File: config.mk
export PLATFORM = sky130hd
export DESIGN_NAME = entity_move_arbiter
export DESIGN_NICKNAME = d
export VERILOG_FILES = /design/src/rtl/entity_move_arbiter.sv
export SDC_FILE = /design/constraint.sdc
export NUM_CORES = 1
export LEC_CHECK = 0
export ABC_AREA = 0
export BUFFER_PORTS_ARGS = -buffer_cell sky130_fd_sc_hd__buf_4
export CORE_MARGIN = 4
export CORE_UTILIZATION = 56
export CTS_CLUSTER_DIAMETER = 60
export DETAILED_ROUTE_END_ITERATION = 6
export PLACE_DENSITY = 0.8
export SLEW_MARGIN = 10
export SYNTH_ARGS = -nofsm -noshare
export SYNTH_HDL_FRONTEND = slang
export SYNTH_SLANG_ARGS = --single-unit
File: constraint.sdc
create_clock -name clk -period 5 [get_ports clk]
set_input_delay 1 -clock clk [delete_from_list [all_inputs] [get_ports clk]]
set_output_delay 1 -clock clk [all_outputs]
set_load 0.005 [all_outputs]
File: src/rtl/entity_move_arbiter.sv
// Round-robin move arbiter for N_ENT entities: bounds, occupancy and tile-passability
// checks on each request, with ownership of every entity position.
//
// state  | meaning
// IDLE   | waiting for a pending request; grants round-robin from last_grant+1
// CHECK  | target computed; bounds and occupancy tested, RAM read issued if clear
// WAIT   | RAM_LAT cycles for the map tile read
// DECIDE | result registered onto done_*, position updated on a successful move
module entity_move_arbiter #(
    parameter int N_ENT      = 4,
    parameter int COORD_W    = 4,
    parameter int MAP_WIDTH  = 16,
    parameter int MAP_HEIGHT = 16,
    parameter int ADDR_W     = 19,
    parameter int TILE_W     = 16,
    parameter int RAM_LAT    = 1,
    parameter int PASS_MAX   = 15,
    parameter logic [N_ENT*COORD_W-1:0] INIT_X = '0,
    parameter logic [N_ENT*COORD_W-1:0] INIT_Y = '0,
    localparam int ID_W  = (N_ENT > 1) ? $clog2(N_ENT) : 1,
    localparam int LAT_W = (RAM_LAT > 1) ? $clog2(RAM_LAT) : 1
) (
    input  logic                       clk,
    input  logic                       sys_rst,
    input  logic [N_ENT-1:0]           move_req,
    input  logic [2*N_ENT-1:0]         move_dir,
    output logic [N_ENT*COORD_W-1:0]   pos_x,
    output logic [N_ENT*COORD_W-1:0]   pos_y,
    output logic [ADDR_W-1:0]          ram_addr,
    input  logic [TILE_W-1:0]          ram_data,
    output logic                       done_valid,
    output logic [ID_W-1:0]            done_id,
    output logic [1:0]                 done_code,
    output logic [TILE_W-1:0]          done_tile,
    output logic                       busy
);

    typedef enum logic [1:0] {S_IDLE, S_CHECK, S_WAIT, S_DECIDE} state_t;

    state_t               r_state;
    state_t               w_state_nxt;

    logic [COORD_W-1:0]   r_pos_x [N_ENT];
    logic [COORD_W-1:0]   r_pos_y [N_ENT];
    logic [N_ENT-1:0]     r_pend;
    logic [1:0]           r_dir [N_ENT];
    logic [ID_W-1:0]      r_last;
    logic [ID_W-1:0]      r_id;
    logic [1:0]           r_gdir;
    logic [COORD_W-1:0]   r_tx;
    logic [COORD_W-1:0]   r_ty;
    logic                 r_read;
    logic [1:0]           r_code;
    logic [LAT_W-1:0]     r_wait;

    logic                 w_found;
    logic [ID_W-1:0]      w_gnt_id;
    logic                 w_grant;
    logic [N_ENT-1:0]     w_clr;
    logic [COORD_W-1:0]   w_cur_x;
    logic [COORD_W-1:0]   w_cur_y;
    logic [COORD_W-1:0]   w_tx;
    logic [COORD_W-1:0]   w_ty;
    logic                 w_oob;
    logic                 w_coll;
    logic [ADDR_W-1:0]    w_addr;
    logic [1:0]           w_dec_code;

    // Two passes give round-robin order: indices above last_grant first, then wrap.
    always_comb begin
        w_found  = 1'b0;
        w_gnt_id = '0;
        for (int i = 0; i < N_ENT; i++) begin
            if (!w_found && r_pend[i] && (ID_W'(i) > r_last)) begin
                w_found  = 1'b1;
                w_gnt_id = ID_W'(i);
            end
        end
        for (int i = 0; i < N_ENT; i++) begin
            if (!w_found && r_pend[i]) begin
                w_found  = 1'b1;
                w_gnt_id = ID_W'(i);
            end
        end
    end

    always_comb begin
        w_clr = '0;
        for (int i = 0; i < N_ENT; i++) begin
            w_clr[i] = w_grant && (w_gnt_id == ID_W'(i));
        end
    end

    always_comb begin
        w_cur_x = r_pos_x[r_id];
        w_cur_y = r_pos_y[r_id];
        w_tx    = w_cur_x;
        w_ty    = w_cur_y;
        w_oob   = 1'b0;
        case (r_gdir)
            2'd0: begin
                w_oob = (w_cur_y == '0);
                w_ty  = w_cur_y - COORD_W'(1);
            end
            2'd1: begin
                w_oob = (w_cur_y == COORD_W'(MAP_HEIGHT - 1));
                w_ty  = w_cur_y + COORD_W'(1);
            end
            2'd2: begin
                w_oob = (w_cur_x == '0);
                w_tx  = w_cur_x - COORD_W'(1);
            end
            default: begin
                w_oob = (w_cur_x == COORD_W'(MAP_WIDTH - 1));
                w_tx  = w_cur_x + COORD_W'(1);
            end
        endcase
    end

    always_comb begin
        w_coll = 1'b0;
        for (int j = 0; j < N_ENT; j++) begin
            if ((ID_W'(j) != r_id) && (r_pos_x[j] == w_tx) && (r_pos_y[j] == w_ty)) begin
                w_coll = 1'b1;
            end
        end
    end

    assign w_addr     = ADDR_W'(w_ty) * ADDR_W'(MAP_WIDTH) + ADDR_W'(w_tx);
    assign w_dec_code = r_read ? ((ram_data > TILE_W'(PASS_MAX)) ? 2'd3 : 2'd0) : r_code;

    always_comb begin
        w_state_nxt = r_state;
        w_grant     = 1'b0;
        case (r_state)
            S_IDLE: begin
                if (w_found) begin
                    w_grant     = 1'b1;
                    w_state_nxt = S_CHECK;
                end
            end
            S_CHECK:  w_state_nxt = (w_oob || w_coll) ? S_DECIDE : S_WAIT;
            S_WAIT:   w_state_nxt = (r_wait == '0) ? S_DECIDE : S_WAIT;
            S_DECIDE: w_state_nxt = S_IDLE;
            default:  w_state_nxt = S_IDLE;
        endcase
    end

    always_ff @(posedge clk) begin
        if (sys_rst) begin
            r_state <= S_IDLE;
        end else begin
            r_state <= w_state_nxt;
        end
    end

    always_ff @(posedge clk) begin
        if (sys_rst) begin
            for (int i = 0; i < N_ENT; i++) begin
                r_pos_x[i] <= INIT_X[i*COORD_W +: COORD_W];
                r_pos_y[i] <= INIT_Y[i*COORD_W +: COORD_W];
                r_dir[i]   <= 2'd0;
            end
            r_pend     <= '0;
            r_last     <= ID_W'(N_ENT - 1);
            r_id       <= '0;
            r_gdir     <= 2'd0;
            r_tx       <= '0;
            r_ty       <= '0;
            r_read     <= 1'b0;
            r_code     <= 2'd0;
            r_wait     <= '0;
            ram_addr   <= '0;
            done_valid <= 1'b0;
            done_id    <= '0;
            done_code  <= 2'd0;
            done_tile  <= '0;
        end else begin
            done_valid <= 1'b0;
            // A new request on the granting edge survives because it is ORed after the clear.
            r_pend <= (r_pend & ~w_clr) | move_req;
            for (int i = 0; i < N_ENT; i++) begin
                if (move_req[i]) begin
                    r_dir[i] <= move_dir[2*i +: 2];
                end
            end
            if (w_grant) begin
                r_id   <= w_gnt_id;
                r_last <= w_gnt_id;
                r_gdir <= r_dir[w_gnt_id];
            end
            if (r_state == S_CHECK) begin
                r_tx   <= w_tx;
                r_ty   <= w_ty;
                r_code <= w_oob ? 2'd1 : 2'd2;
                r_wait <= LAT_W'(RAM_LAT - 1);
                r_read <= !w_oob && !w_coll;
                if (!w_oob && !w_coll) begin
                    ram_addr <= w_addr;
                end
            end
            if ((r_state == S_WAIT) && (r_wait != '0)) begin
                r_wait <= r_wait - LAT_W'(1);
            end
            if (r_state == S_DECIDE) begin
                done_valid <= 1'b1;
                done_id    <= r_id;
                done_code  <= w_dec_code;
                done_tile  <= r_read ? ram_data : '0;
                if (w_dec_code == 2'd0) begin
                    r_pos_x[r_id] <= r_tx;
                    r_pos_y[r_id] <= r_ty;
                end
            end
        end
    end

    for (genvar g = 0; g < N_ENT; g++) begin : g_pos
        assign pos_x[g*COORD_W +: COORD_W] = r_pos_x[g];
        assign pos_y[g*COORD_W +: COORD_W] = r_pos_y[g];
    end

    assign busy = (r_state != S_IDLE);

endmodule

==> impl_results.md <==
- Gpl congestion: 0.950
- Pin count of the biggest net entering global routing: 71
- Hold_sp: r_wait
- FF-to-FF End: r_state[0]
- Layout fillers: 795
- Final setup viols: 0
- Starting density of the core: 57.4%
- Reg2Reg Setup Slack: 0.81 ns
- FF+latch count, synth: 95
- Slew @ Worst Pin: 1.10 ns
- Root Buffer Master: clkbuf_8
- R2R cell count: 12
- Gr ovfl total: 0
- # IOs: 103
- Routed Antenna Nets: 0
- Netlist cell types: 75
- Antenna violations before repair: 0
- Via count: 4554
- Hold-fix buffers, CTS: 0
- Hold depth: 2
- Postcts setup bufs: 0
- H-tree depth: 3
- Setup crit end kind: register
- WP data required: 5.30 ns
- Post-cts sizing count: 0
- Synthesis Warnings: 0
- Antenna Cells: 0
- Multi-input gate area: 2970 µm²
- PwrDens: 535 nW/µm²
- Vias/cell: 5.84
- Pre-Repair DR Iteration Count: 6
- Share of cells above drive strength 1: 22.6%
- Port Buffers: 91
- CP Data Arrival Time: 4.49 ns
- Max frequency: 239 MHz
- Clk_skew: 0.0102 ns
- Final core area utilization: 66.6%
- Clock sink total: 95
- Syn Area/Cell: 9.80 µm²
- Total of max-cap violations: 0
- Total track usage: 25.2%
- Static Leak: 2.65 nW
- Synthesized area: 5590 µm²
- DPL Wire Length: 10.7 mm
- CTS clk-pin slew, worst paths: 0.10 ns
- First-pass GRT wire length: 22.5 mm
- Clk_lat worst skew: 0.37 ns
- CTS tree: yes
- Critical Path Fanout Max: 14
- Setup TNS: 0 ns
- Clock buffer depth: 2
- Post-synth top flop: dfxtp_1
- Maximum vdd ir drop: 258 µV
- Chip width: 108 µm
- Core footprint: 9730 µm²
- Row count: 36
- DRC Markers: 0
- Tightest Hold Check Type: register to register
- Setup CP Type: register to register
- Crit start category: register
- Final Hold Fails: 0
- Vias in the first global route: 4386
- CTS Buf Count: 9
- Die span in y: 108 µm
- EDFF count, synth: 40
- Async SR Flop Fraction: 0%
- Mapped Cells: 570
- Outcome: complete, no violations
- Hold Path End: r_wait
- Fin crit share: 83.8%
- Iter 0 DRT Violations: 399
- Area delta synth->final: 16.0%
- Sequential fraction of the synthesis area: 41.2%
- Avg WL per Cell: 18.7 µm
- Final-stage net count: 683
- Die area: 11600 µm²
- Tmin final: 4.19 ns
- Sequential cell area: 2300 µm²
- Slew HR: 26.7%
- RSZ-0062 raised after global routing: false
- Pins Over Slew Limit: 0
- Drt total wl: 14.6 mm
flip-flops by register name, indices dropped and copies added (netlist names), 2 cells and up, named ones only:
| name | cells |
|---|---|
| r_last | 2 |
| r_tx | 4 |
| r_ty | 4 |
| done_id | 2 |
| r_pos_x | 16 |
| r_dir | 8 |
| done_code | 2 |
| done_tile | 16 |
| ram_addr | 8 |
| r_state | 2 |
| r_gdir | 2 |
| r_code | 2 |
| r_pend | 4 |
| r_pos_y | 16 |
| r_id | 2 |
critical path, stage by stage (launching register included):
cell	delay (ns)
dfxtp_1	0.80
mux2i_1	0.47
mux2i_2	0.25
fa_1	0.45
xor2_1	0.41
mux2i_4	0.18
xnor2_1	0.16
a2111oi_0	0.49
nand4_1	0.23
o2111ai_4	0.18
a31o_4	0.18
a221oi_2	0.07
a211oi_2	0.23
worst max path at each step:
stage             start          end  slack (ns)  cells after the start
2_1_floorplan  register  ram_addr[2]        1.50                     13
3_3_place_gp   register   r_state[0]        1.13                     12
3_5_place_dp   register   r_state[0]        0.88                     12
4_1_cts        register   r_state[0]        0.85                     12
5_1_grt        register  ram_addr[1]        0.66                     12
6_report       register   r_state[0]        0.81                     12
metrics by stage:
stage / hold WS, ns / total power, mW / area [µm²] / setup slack, ns / std cells
2_1_floorplan: 0.441 / 2.47 / 5620 / 1.50 / 580
3_3_place_gp: 0.457 / 2.86 / 6270 / 1.13 / 764
3_5_place_dp: 0.456 / 2.92 / 6270 / 0.877 / 764
4_1_cts: 0.471 / 3.45 / 6480 / 0.846 / 780
5_1_grt: 0.501 / 3.67 / 6480 / 0.656 / 780
6_report: 0.472 / 3.47 / 6480 / 0.812 / 780
cell usage in the layout (no fill, tap or decap), types with 3 or more instances in the layout:
cell type / instances
ha_1: 9
buf_4: 96
nor3_1: 5
o221ai_1: 4
nor2_1: 76
conb_1: 11
nor2b_1: 22
o21ai_0: 11
xnor2_1: 36
inv_1: 27
xnor3_1: 3
a311oi_1: 4
nand3_1: 9
or2_2: 6
nor3b_1: 4
nor4_1: 7
or3_1: 3
clkbuf_8: 9
nand2b_1: 8
and2_1: 4
a211oi_1: 12
mux2i_1: 19
o21bai_1: 3
nand4_1: 3
a21oi_1: 48
nand2_1: 22
and3b_1: 4
dfxtp_1: 55
o211ai_1: 3
mux4_2: 8
xor2_1: 17
edfxtp_1: 40
cell families after synthesis:
kind of cell	after synthesis	synth area share (%)
AOI/OAI and AO/OA	119	15.4
xor gates and xnor gates	56	9.52
adders and majority gates	11	2.73
buffers and inverters	73	6.23
DFF	95	41.2
muxes	33	8.33
other	1	0.0671
and+or+nand+nor	182	16.5
per-layer routing:
layer | GRT usage, % | wire [µm] | vias up
met5 | 0 | 0 | -
met4 | 9.38 | 361 | 0
met3 | 4.26 | 1070 | 36
met2 | 43.4 | 7330 | 213
met1 | 31.6 | 5820 | 2169
li1 | - | - | 2136
layout make-up:
cell class	count	area share [%]
clock buffer	12	2.74
clock inverter	4	0.483
inverter	28	1.64
multi-input combinational	412	45.9
sequential	95	35.5
tap	133	2.57
timing repair buffer	96	11.1
report_power, final:
part	switching (mW)	internal (mW)	leakage, nW	total [mW]
clock	0.291	0.246	0.108	0.537
sequential	0.134	0.942	0.866	1.08
combinational	1.05	0.801	1.68	1.85
cells in the mapped netlist (4+ instances only):
cell type | n | area (µm²)
a21oi_1 | 48 | 240
xnor2_1 | 36 | 315
mux4_2 | 8 | 180
nand2_1 | 22 | 82.6
nor2_1 | 76 | 285
buf_4 | 13 | 97.6
o221ai_1 | 4 | 35.0
xor2_1 | 17 | 149
nor2b_1 | 22 | 138
and2_1 | 4 | 25.0
nor3_1 | 5 | 25.0
mux2i_1 | 19 | 190
edfxtp_1 | 40 | 1200
a311oi_1 | 4 | 35.0
a211oi_1 | 12 | 90.1
nand3_1 | 9 | 45.0
inv_1 | 27 | 101
nand2b_1 | 8 | 50.1
o21ai_0 | 11 | 55.1
dfxtp_1 | 55 | 1100
nor4_1 | 7 | 43.8
ha_1 | 9 | 113
clkbuf_1 | 26 | 97.6
or2_2 | 6 | 37.5
nor3b_1 | 4 | 30.0
and3b_1 | 4 | 35.0
Note: power is estimated with default switching activity, not from simulation.
